`src/rtl/dvi_rx_channel.sv`:
```
// Receive side of one DVI TMDS channel: finds 10-bit symbol alignment from
// control-token runs in blanking and decodes each aligned symbol.
module dvi_rx_channel #(
    parameter int unsigned LOCK_COUNT     = 64,
    parameter int unsigned SEARCH_TIMEOUT = 2048,
    parameter int unsigned LOSS_TIMEOUT   = 4096
) (
    input  logic       clk,
    input  logic       rst_n,
    input  logic [9:0] raw,
    input  logic       resync,
    output logic       locked,
    output logic [3:0] offset,
    output logic       de,
    output logic [1:0] ctrl,
    output logic [7:0] data
);

    localparam int unsigned SYM_W  = 10;
    localparam int unsigned WIN_W  = 2 * SYM_W;
    localparam int unsigned OFF_W  = 4;
    localparam int unsigned SEL_W  = 5;
    localparam int unsigned DATA_W = 8;

    localparam int unsigned MAX_A     = (LOCK_COUNT > SEARCH_TIMEOUT) ? LOCK_COUNT : SEARCH_TIMEOUT;
    localparam int unsigned MAX_LIMIT = (MAX_A > LOSS_TIMEOUT) ? MAX_A : LOSS_TIMEOUT;
    localparam int unsigned CNT_W     = (MAX_LIMIT > 2) ? $clog2(MAX_LIMIT) : 1;

    localparam logic [CNT_W-1:0] RUN_LAST    = CNT_W'(LOCK_COUNT - 1);
    localparam logic [CNT_W-1:0] SEARCH_LAST = CNT_W'(SEARCH_TIMEOUT - 1);
    localparam logic [CNT_W-1:0] LOSS_LAST   = CNT_W'(LOSS_TIMEOUT - 1);
    localparam logic [CNT_W-1:0] CNT_ONE     = CNT_W'(1);

    localparam logic [OFF_W-1:0] OFF_MAX     = OFF_W'(9);
    localparam logic [1:0]       SETTLE_INIT = 2'd2;

    localparam logic [SYM_W-1:0] TOK_00 = 10'h354;
    localparam logic [SYM_W-1:0] TOK_01 = 10'h0AB;
    localparam logic [SYM_W-1:0] TOK_10 = 10'h154;
    localparam logic [SYM_W-1:0] TOK_11 = 10'h2AB;

    typedef enum logic {
        ST_SEARCH = 1'b0,
        ST_LOCKED = 1'b1
    } state_t;

    state_t             state, state_nxt;
    logic [SYM_W-1:0]   r_cur, r_prev, sym;
    logic [CNT_W-1:0]   run_cnt, run_nxt;
    logic [CNT_W-1:0]   gap_cnt, gap_nxt;
    logic [1:0]         settle_cnt, settle_nxt;
    logic [OFF_W-1:0]   offset_nxt;

    logic [WIN_W-1:0]   window_c;
    logic [SEL_W-1:0]   sel_c;
    logic               is_ctl_c;
    logic [1:0]         tok_ctrl_c;
    logic [DATA_W-1:0]  dec_word_c;
    logic [DATA_W-1:0]  dec_data_c;

    logic               de_nxt;
    logic [1:0]         ctrl_nxt;
    logic [DATA_W-1:0]  data_nxt;

    // Older word in the low half so window bits run in arrival order.
    assign window_c = {r_cur, r_prev};
    assign sel_c    = SEL_W'(offset);

    // Token match and TMDS data decode of the aligned symbol.
    always_comb begin
        is_ctl_c   = 1'b1;
        tok_ctrl_c = 2'b00;
        dec_data_c = '0;
        case (sym)
            TOK_00:  tok_ctrl_c = 2'b00;
            TOK_01:  tok_ctrl_c = 2'b01;
            TOK_10:  tok_ctrl_c = 2'b10;
            TOK_11:  tok_ctrl_c = 2'b11;
            default: is_ctl_c   = 1'b0;
        endcase
        dec_word_c    = sym[9] ? ~sym[7:0] : sym[7:0];
        dec_data_c[0] = dec_word_c[0];
        for (int i = 1; i < int'(DATA_W); i++) begin
            dec_data_c[i] = sym[8] ? (dec_word_c[i] ^ dec_word_c[i-1])
                                   : ~(dec_word_c[i] ^ dec_word_c[i-1]);
        end
    end

    // Alignment hunt / lock supervision next-state logic.
    always_comb begin
        state_nxt  = state;
        offset_nxt = offset;
        run_nxt    = run_cnt;
        gap_nxt    = gap_cnt;
        settle_nxt = settle_cnt;
        if (resync) begin
            state_nxt = ST_SEARCH;
            run_nxt   = '0;
            gap_nxt   = '0;
        end else begin
            case (state)
                ST_SEARCH: begin
                    if (settle_cnt != 2'd0) begin
                        // Symbols still in flight were cut at the previous offset.
                        settle_nxt = settle_cnt - 2'd1;
                    end else if (is_ctl_c) begin
                        gap_nxt = '0;
                        if (run_cnt >= RUN_LAST) begin
                            state_nxt = ST_LOCKED;
                            run_nxt   = '0;
                        end else begin
                            run_nxt = run_cnt + CNT_ONE;
                        end
                    end else begin
                        run_nxt = '0;
                        if (gap_cnt >= SEARCH_LAST) begin
                            offset_nxt = (offset == OFF_MAX) ? '0 : offset + OFF_W'(1);
                            gap_nxt    = '0;
                            settle_nxt = SETTLE_INIT;
                        end else begin
                            gap_nxt = gap_cnt + CNT_ONE;
                        end
                    end
                end
                ST_LOCKED: begin
                    if (is_ctl_c) begin
                        gap_nxt = '0;
                    end else if (gap_cnt >= LOSS_LAST) begin
                        state_nxt = ST_SEARCH;
                        gap_nxt   = '0;
                        run_nxt   = '0;
                    end else begin
                        gap_nxt = gap_cnt + CNT_ONE;
                    end
                end
                default: state_nxt = ST_SEARCH;
            endcase
        end
    end

    // Output stage: blank until locked; ctrl holds through active video.
    always_comb begin
        de_nxt   = 1'b0;
        ctrl_nxt = 2'b00;
        data_nxt = '0;
        if (locked) begin
            if (is_ctl_c) begin
                ctrl_nxt = tok_ctrl_c;
            end else begin
                de_nxt   = 1'b1;
                ctrl_nxt = ctrl;
                data_nxt = dec_data_c;
            end
        end
    end

    always_ff @(posedge clk or negedge rst_n) begin
        if (!rst_n) begin
            r_cur      <= '0;
            r_prev     <= '0;
            sym        <= '0;
            state      <= ST_SEARCH;
            locked     <= 1'b0;
            offset     <= '0;
            run_cnt    <= '0;
            gap_cnt    <= '0;
            settle_cnt <= '0;
            de         <= 1'b0;
            ctrl       <= 2'b00;
            data       <= '0;
        end else begin
            r_cur      <= raw;
            r_prev     <= r_cur;
            sym        <= window_c[sel_c +: SYM_W];
            state      <= state_nxt;
            locked     <= (state_nxt == ST_LOCKED);
            offset     <= offset_nxt;
            run_cnt    <= run_nxt;
            gap_cnt    <= gap_nxt;
            settle_cnt <= settle_nxt;
            de         <= de_nxt;
            ctrl       <= ctrl_nxt;
            data       <= data_nxt;
        end
    end

endmodule

```
`config.mk`:
```
export PLATFORM = sky130hd
export DESIGN_NAME = dvi_rx_channel
export DESIGN_NICKNAME = d
export VERILOG_FILES = /design/src/rtl/dvi_rx_channel.sv
export SDC_FILE = /design/constraint.sdc
export NUM_CORES = 1
export LEC_CHECK = 0
export BUFFER_PORTS_ARGS = -buffer_cell sky130_fd_sc_hd__buf_4
export CORE_ASPECT_RATIO = 0.6
export CORE_MARGIN = 2
export CORE_UTILIZATION = 54
export CTS_CLUSTER_SIZE = 30
export DETAILED_ROUTE_END_ITERATION = 10
export PLACE_DENSITY = 0.84
export SLEW_MARGIN = 10
export SYNTH_ARGS = -nofsm -noshare
export SYNTH_HDL_FRONTEND = slang
export SYNTH_SLANG_ARGS = --single-unit
```
`constraint.sdc`:
```
create_clock -name clk -period 1.91 [get_ports clk]
set_input_delay 0.191 -clock clk [delete_from_list [all_inputs] [get_ports clk]]
set_output_delay 0.191 -clock clk [all_outputs]
set_load 0.02 [all_outputs]
```
# Word-level counts from Yosys, hierarchy flattened
# Cells that the tools add are included.
# W data, S select, Z words.
# classes
n_addsub	4
n_lt_le_gt_ge	3
n_eq_ne	10
shift	1
n_mux	41
n_bitwise	19
n_reduce_logical	6
# op_table
operator	count
$mux W12	12
$pmux W12 S2	2
$add A12 B1 Y12 const B	2
$mux W8	3
$eq A10 B10 Y1 const B	2
$shiftx A20 B5 Y10	1
$mux W1	16
$ge A12 B11 Y1 const B	1
$ge A12 B12 Y1 const B	1
$ge A12 B6 Y1 const B	1
$not A1 Y1	11
$eq A10 B8 Y1 const B	1
$eq A10 B9 Y1 const B	1
$mux W2	5
$not A8 Y8	1
$xor A1 B1 Y1	7
$ne A3 B3 Y1 const B	2
$pmux W2 S3	1
$reduce_and A5 Y1	1
$add A4 B1 Y4 const B	1
$eq A4 B4 Y1 const B	1
$mux W4	1
$ne A2 B1 Y1 const B	2
$reduce_and A4 Y1	1
other kinds (6)	7
# totals
register_bits	72
input_bits	13
wordCells	95

# Longest topological paths before layout
# depth
ltp_word	7
ltp_mapped	9
mapped_depth_nobuf	7

# Worst setup path after synthesis
# OpenSTA, ideal clock, no wires.
# synth_timing
kind	reg2reg
from	register sym[0]
to	register run_cnt[3]
setup_ns	0.077
t_arrival_ns	1.978
t_required_ns	1.833
setup_slack_ns	-0.145
stages_incl_launch_ff	8
period_less_slack_ns	2.055
cell_sequence	dfrtp_1 -> inv_1 -> ha_1 -> and3_1 -> nand3_1 -> a2111oi_4 -> or4b_1 -> o21ai_1
# synth_between
elab_chain_len	7
word_cells_on_any_way	12
classes_between	5 x eq/ne; 5 x mux; 2 x reduce/logical
# synth_rtl
item	line	source
from (decl)	48	logic [SYM_W-1:0] r_cur, r_prev, sym;
from (signal assigned)	174	sym <= window_c[sel_c +: SYM_W];
$eq A10 B10 Y1, or another cell as far along	74	case (sym)
$reduce_or A4 Y1 (no line) *	--	
$mux W1 *	74	
$mux W12	106	end else if (is_ctl_c) begin
$mux W12	103	if (settle_cnt != 2'd0) begin
$pmux W12 S2	101	case (state)
$mux W12	96	if (resync) begin
to (signal assigned)	178	run_cnt <= run_nxt;
to (decl)	49	logic [CNT_W-1:0] run_cnt, run_nxt;
# Every way passes the cells marked *; elsewhere a longest branch is shown, timed or not. The select of a mux whose other input is x is not followed.
# A chain may end at the register's enable or synchronous reset.

# Worst setup path after layout
# layout_timing
from	register sym[6]
to	register run_cnt[3]
# Same word-level chain as after synthesis.

==> results.txt <==
The wire length per cell is 17.1 um, and the final routed DRC violation total is 0. On the final layout, the worst clock skew is 0.00786 ns. The number of enable flip-flop cells after synthesis came out at 0.

sky130_fd_sc_hd__dfrtp_1 takes more of the synthesized area than any other cell. By area, the combinational part of the netlist is dominated by simple AND/OR/NAND/NOR gates. TritonCTS built the clock tree. STA classifies the critical path endpoint as a flop.

The initial antenna violation count is 0, and the met3 track demand over resource is 7.44%. Of the cells placed in the final design, the portion with a size suffix greater than 1 is 28.6%. Max-cap violation count: 0. Of the post-synthesis cell area, the part taken by muxes is 11.9%. Wires add up to 8890 um. The total area of sequential cells is 1800 um2, and the full die area is 7610 um2.

The logs give 453 for the number of nets in the layout and 31.6% for the global-route track usage on met1. The run gives 29 as the I/O pin count. In the synthesized netlist the dominant register cell turns out to be sky130_fd_sc_hd__dfrtp_1. The tools report the static power due to leakage as 2.12 nW.

The logs give 48.3% for the sequential share of the synthesized area and 511 MHz for the highest clock rate. The worst path setup slack after routing was -0.0487 ns; the count of buffers from port buffering was 28. The detailed router finished its first iteration with 354 violations. The count of filler cells inserted in the layout was 441; the clock buffer count from CTS was 9. The largest net degree at the start of global routing is 37, and the met2 capacity usage during global routing is 37.2%.

The category of the critical setup timing path is reg2reg. Global routing used 23.7% of the available tracks. Relative to the synthesized area, the layout overhead comes to 30.1%.

The first TritonRoute pass finished after 5 iterations. Once detail routing completed, the nets flagged for antenna violations numbered 0. The die is 111 um wide. Synthesis produced 354 cells. The run gives 3.12 mW as the internal power. The global-route wire length before repair was 13800 um; the relative contribution of combinational cells to total power was 20.4%. The share of flip-flops with an asynchronous set or reset after synthesis was 100%; the adder and majority gate portion of the synthesized area was 4.02%. Setup repair after global routing could not meet its margin everywhere. Of the total power, registers draw 40.4%. In this run the most used layer during global routing was met2.

Total power per unit cell area: 879 nW/um2. The synthesized netlist devotes 3.05% of its cell area to XOR and XNOR gates. The worst path required time was 2.18 ns. CTS built an H-tree with a depth of 3.

The highest fanout seen on the critical path is 4. For the post-synthesis cell type count, the log shows 46. The minimum clock period was 1.96 ns. Setup violations remaining at the end of the flow were counted as 4.

The data arrival time of the critical path came out at 2.23 ns. The post-synthesis register bit count is 72, and the height of the chip is 68.4 um. At the end of routability-driven placement, the weighted congestion stood at 0.994.

The transition time at the pin with the least slew margin is 0.604 ns. The worst slew slack as a fraction of its limit is 59.7%, and the area inside the core boundary is 6680 um2. The post-route setup TNS was -0.109 ns; the via total after detailed routing was 3012.

The tools report the initial core utilization as 55.9%. The number of global-route vias before repair is 2828, and the maximum number of buffers from clock root to sink is 2. The worst setup path is launched from a flop.

The switching share of total power is 26.9%, and the share of the synthesized area in compound gates (AO/OA/AOI/OAI) is 13.0%. The cell area that synthesis handed to floorplanning was 3730 um2. Cell chosen for the clock root: sky130_fd_sc_hd__clkbuf_16. The total congestion overflow after global routing came out at 0. The tree built by TritonCTS fans out to 72 sinks. The via count normalized by instance count came out at 5.79. Sorting the synthesized cells by area gives the leading types as sky130_fd_sc_hd__dfrtp_1, sky130_fd_sc_hd__mux4_2, sky130_fd_sc_hd__ha_1.

The switching power is 1.15 mW. The final reports fail on setup timing. For this run, the number of Yosys warnings is 0. The clock-pin slew reported for the worst setup and hold paths after clock tree synthesis is 0.06 ns, and the simple-gate share of the synthesized area is 14.9%.

The hold violation total from the final report is 0. In this run the core area contains 23 standard-cell rows. When the netlist entered floorplanning its net count stood at 379.

The mean cell area of the mapped netlist came out at 10.5 um2. The flow ran to the end, but the final reports show violations. In this run the worst hold path is classified as in2reg. The HPWL after detailed placement came out at 5920 um. Across the VDD grid, the largest voltage drop is 0.682 mV.

The worst-skew pair later-pin latency was 0.34 ns; the diode insertion count for antenna repair was 0. The number of slew-limit violations in the final report is 0. Hold timing on the final database bottoms out at a slack of 0.106 ns. In the final layout, the multi-input gates occupy 1880 um2. The share of total power in the clock network was 39.2%. After layout, the worst path uses 103% of the clock period. Of the post-synthesis cell area, the dominant cell type holds 48.3%.
-- power groups by stage --
stage               sequential, mW  combinational (mW)  clock [mW]
floorplan                     1.71               0.526           0
global placement              1.73               0.738           0
detailed placement            1.74               0.769           0
CTS                           1.71               0.800        1.69
global route                  1.73               0.965        1.77
finish                        1.72               0.872        1.67
-- routing by layer --
layer	vias to the layer above	share of wire (%)
met5	-	0
met4	0	1.6
met3	17	6.7
met2	98	47
met1	1486	45
li1	1411	-
-- worst max-delay path, cell delays in order, from the launching register on --
cell                        delay, ns
sky130_fd_sc_hd__dfrtp_1         0.38
sky130_fd_sc_hd__inv_2           0.07
sky130_fd_sc_hd__ha_4            0.11
sky130_fd_sc_hd__nor2b_1         0.12
sky130_fd_sc_hd__nand4_1         0.12
sky130_fd_sc_hd__buf_6           0.16
sky130_fd_sc_hd__a2111oi_4       0.38
sky130_fd_sc_hd__or4b_1          0.46
sky130_fd_sc_hd__o21ai_1         0.08
-- final timing paths --
check                             end     start  depth (start not counted)  slack (ns)
min reg2reg                 r_prev[6]  r_cur[6]                          0        0.40
max in group asynchronous   r_prev[7]     rst_n                          3        0.93
max reg2reg                run_cnt[3]    sym[6]                          8       -0.05
max                        run_cnt[3]    sym[6]                          8       -0.05
min                             state    resync                          2        0.11
min in group asynchronous     data[4]     rst_n                          2        0.35
-- state kept, by name, summed over array words and instances (netlist names), 4 cells and up --
| register | count |
|---|---|
| data | 8 |
| gap_cnt | 12 |
| offset | 4 |
| r_cur | 10 |
| r_prev | 10 |
| run_cnt | 12 |
| sym | 10 |
-- cells in the final DEF (no fill, tap or decap), types with 3 or more instances in the layout --
master,synthesis,routed
sky130_fd_sc_hd__xnor2_1,12,12
sky130_fd_sc_hd__a22oi_1,3,3
sky130_fd_sc_hd__mux2i_1,13,13
sky130_fd_sc_hd__mux2_2,4,3
sky130_fd_sc_hd__clkbuf_16,0,9
sky130_fd_sc_hd__dlygate4sd3_1,0,11
sky130_fd_sc_hd__nand2b_1,6,6
sky130_fd_sc_hd__a21oi_1,14,14
sky130_fd_sc_hd__nor2_1,20,19
sky130_fd_sc_hd__ha_1,12,9
sky130_fd_sc_hd__nand2_1,29,28
sky130_fd_sc_hd__nand3_1,12,9
sky130_fd_sc_hd__inv_1,25,24
sky130_fd_sc_hd__nor3_1,5,4
sky130_fd_sc_hd__and3_1,4,3
sky130_fd_sc_hd__or3_1,6,6
sky130_fd_sc_hd__and2_1,9,9
sky130_fd_sc_hd__a211oi_1,8,8
sky130_fd_sc_hd__nand4_1,4,4
sky130_fd_sc_hd__nor4_2,0,3
sky130_fd_sc_hd__a31oi_1,9,7
sky130_fd_sc_hd__dfrtp_1,72,71
sky130_fd_sc_hd__o22ai_1,5,5
sky130_fd_sc_hd__buf_4,0,67
sky130_fd_sc_hd__mux4_2,12,12
sky130_fd_sc_hd__nor2b_1,5,5
sky130_fd_sc_hd__o21ai_0,18,7
sky130_fd_sc_hd__o21ai_1,1,12
-- Yosys cell counts (6+ instances only) --
library cell / instances
sky130_fd_sc_hd__nor2_1: 20
sky130_fd_sc_hd__buf_2: 7
sky130_fd_sc_hd__clkbuf_1: 8
sky130_fd_sc_hd__xnor2_1: 12
sky130_fd_sc_hd__inv_1: 25
sky130_fd_sc_hd__dfrtp_1: 72
sky130_fd_sc_hd__a211oi_1: 8
sky130_fd_sc_hd__nand3_1: 12
sky130_fd_sc_hd__a21oi_1: 14
sky130_fd_sc_hd__and2_1: 9
sky130_fd_sc_hd__a31oi_1: 9
sky130_fd_sc_hd__o21ai_0: 18
sky130_fd_sc_hd__nand2_1: 29
sky130_fd_sc_hd__mux2i_1: 13
sky130_fd_sc_hd__ha_1: 12
sky130_fd_sc_hd__mux4_2: 12
sky130_fd_sc_hd__nand2b_1: 6
sky130_fd_sc_hd__or3_1: 6
-- metrics by stage --
| step | setup slack (ns) | area, um2 | util, % | std cells | total power [mW] |
|---|---|---|---|---|---|
| after floorplan | -0.0472 | 3750 | - | 354 | 2.24 |
| after global placement | -0.0368 | 4250 | 63.6 | 482 | 2.47 |
| after detailed placement | -0.137 | 4250 | 63.6 | 482 | 2.51 |
| after CTS | -0.0957 | 4670 | 70.0 | 510 | 4.20 |
| after global routing | -0.152 | 4860 | 72.8 | 520 | 4.47 |
| final | -0.0487 | 4860 | 72.8 | 520 | 4.27 |
-- cells by family after synthesis --
kind of cell,after synthesis
buffers and inverters,44
AOI/OAI and AO/OA,74
muxes,29
xor gates and xnor gates,13
DFF,72
and+or+nand+nor,110
adders and majority gates,12
-- cell type report --
class	instances	share of cell area, %
Tap cell	87	2.24
Inverter	25	1.93
Multi-Input combinational cell	238	38.6
Sequential cell	72	37.1
Clock inverter	3	0.824
Clock buffer	13	5.36
Timing Repair Buffer	82	13.9
-- repair_timing --
action                                 4_1_cts  5_1_grt
gates cloned                                 0        0
setup buffers                                1       11
gates resized for setup                      5       30
endpoints found under the hold margin       44        0
hold buffers                                11        0
pin swaps                                    1       11
setup endpoints to repair                   20       42
Power figures use the tool's default switching activity.
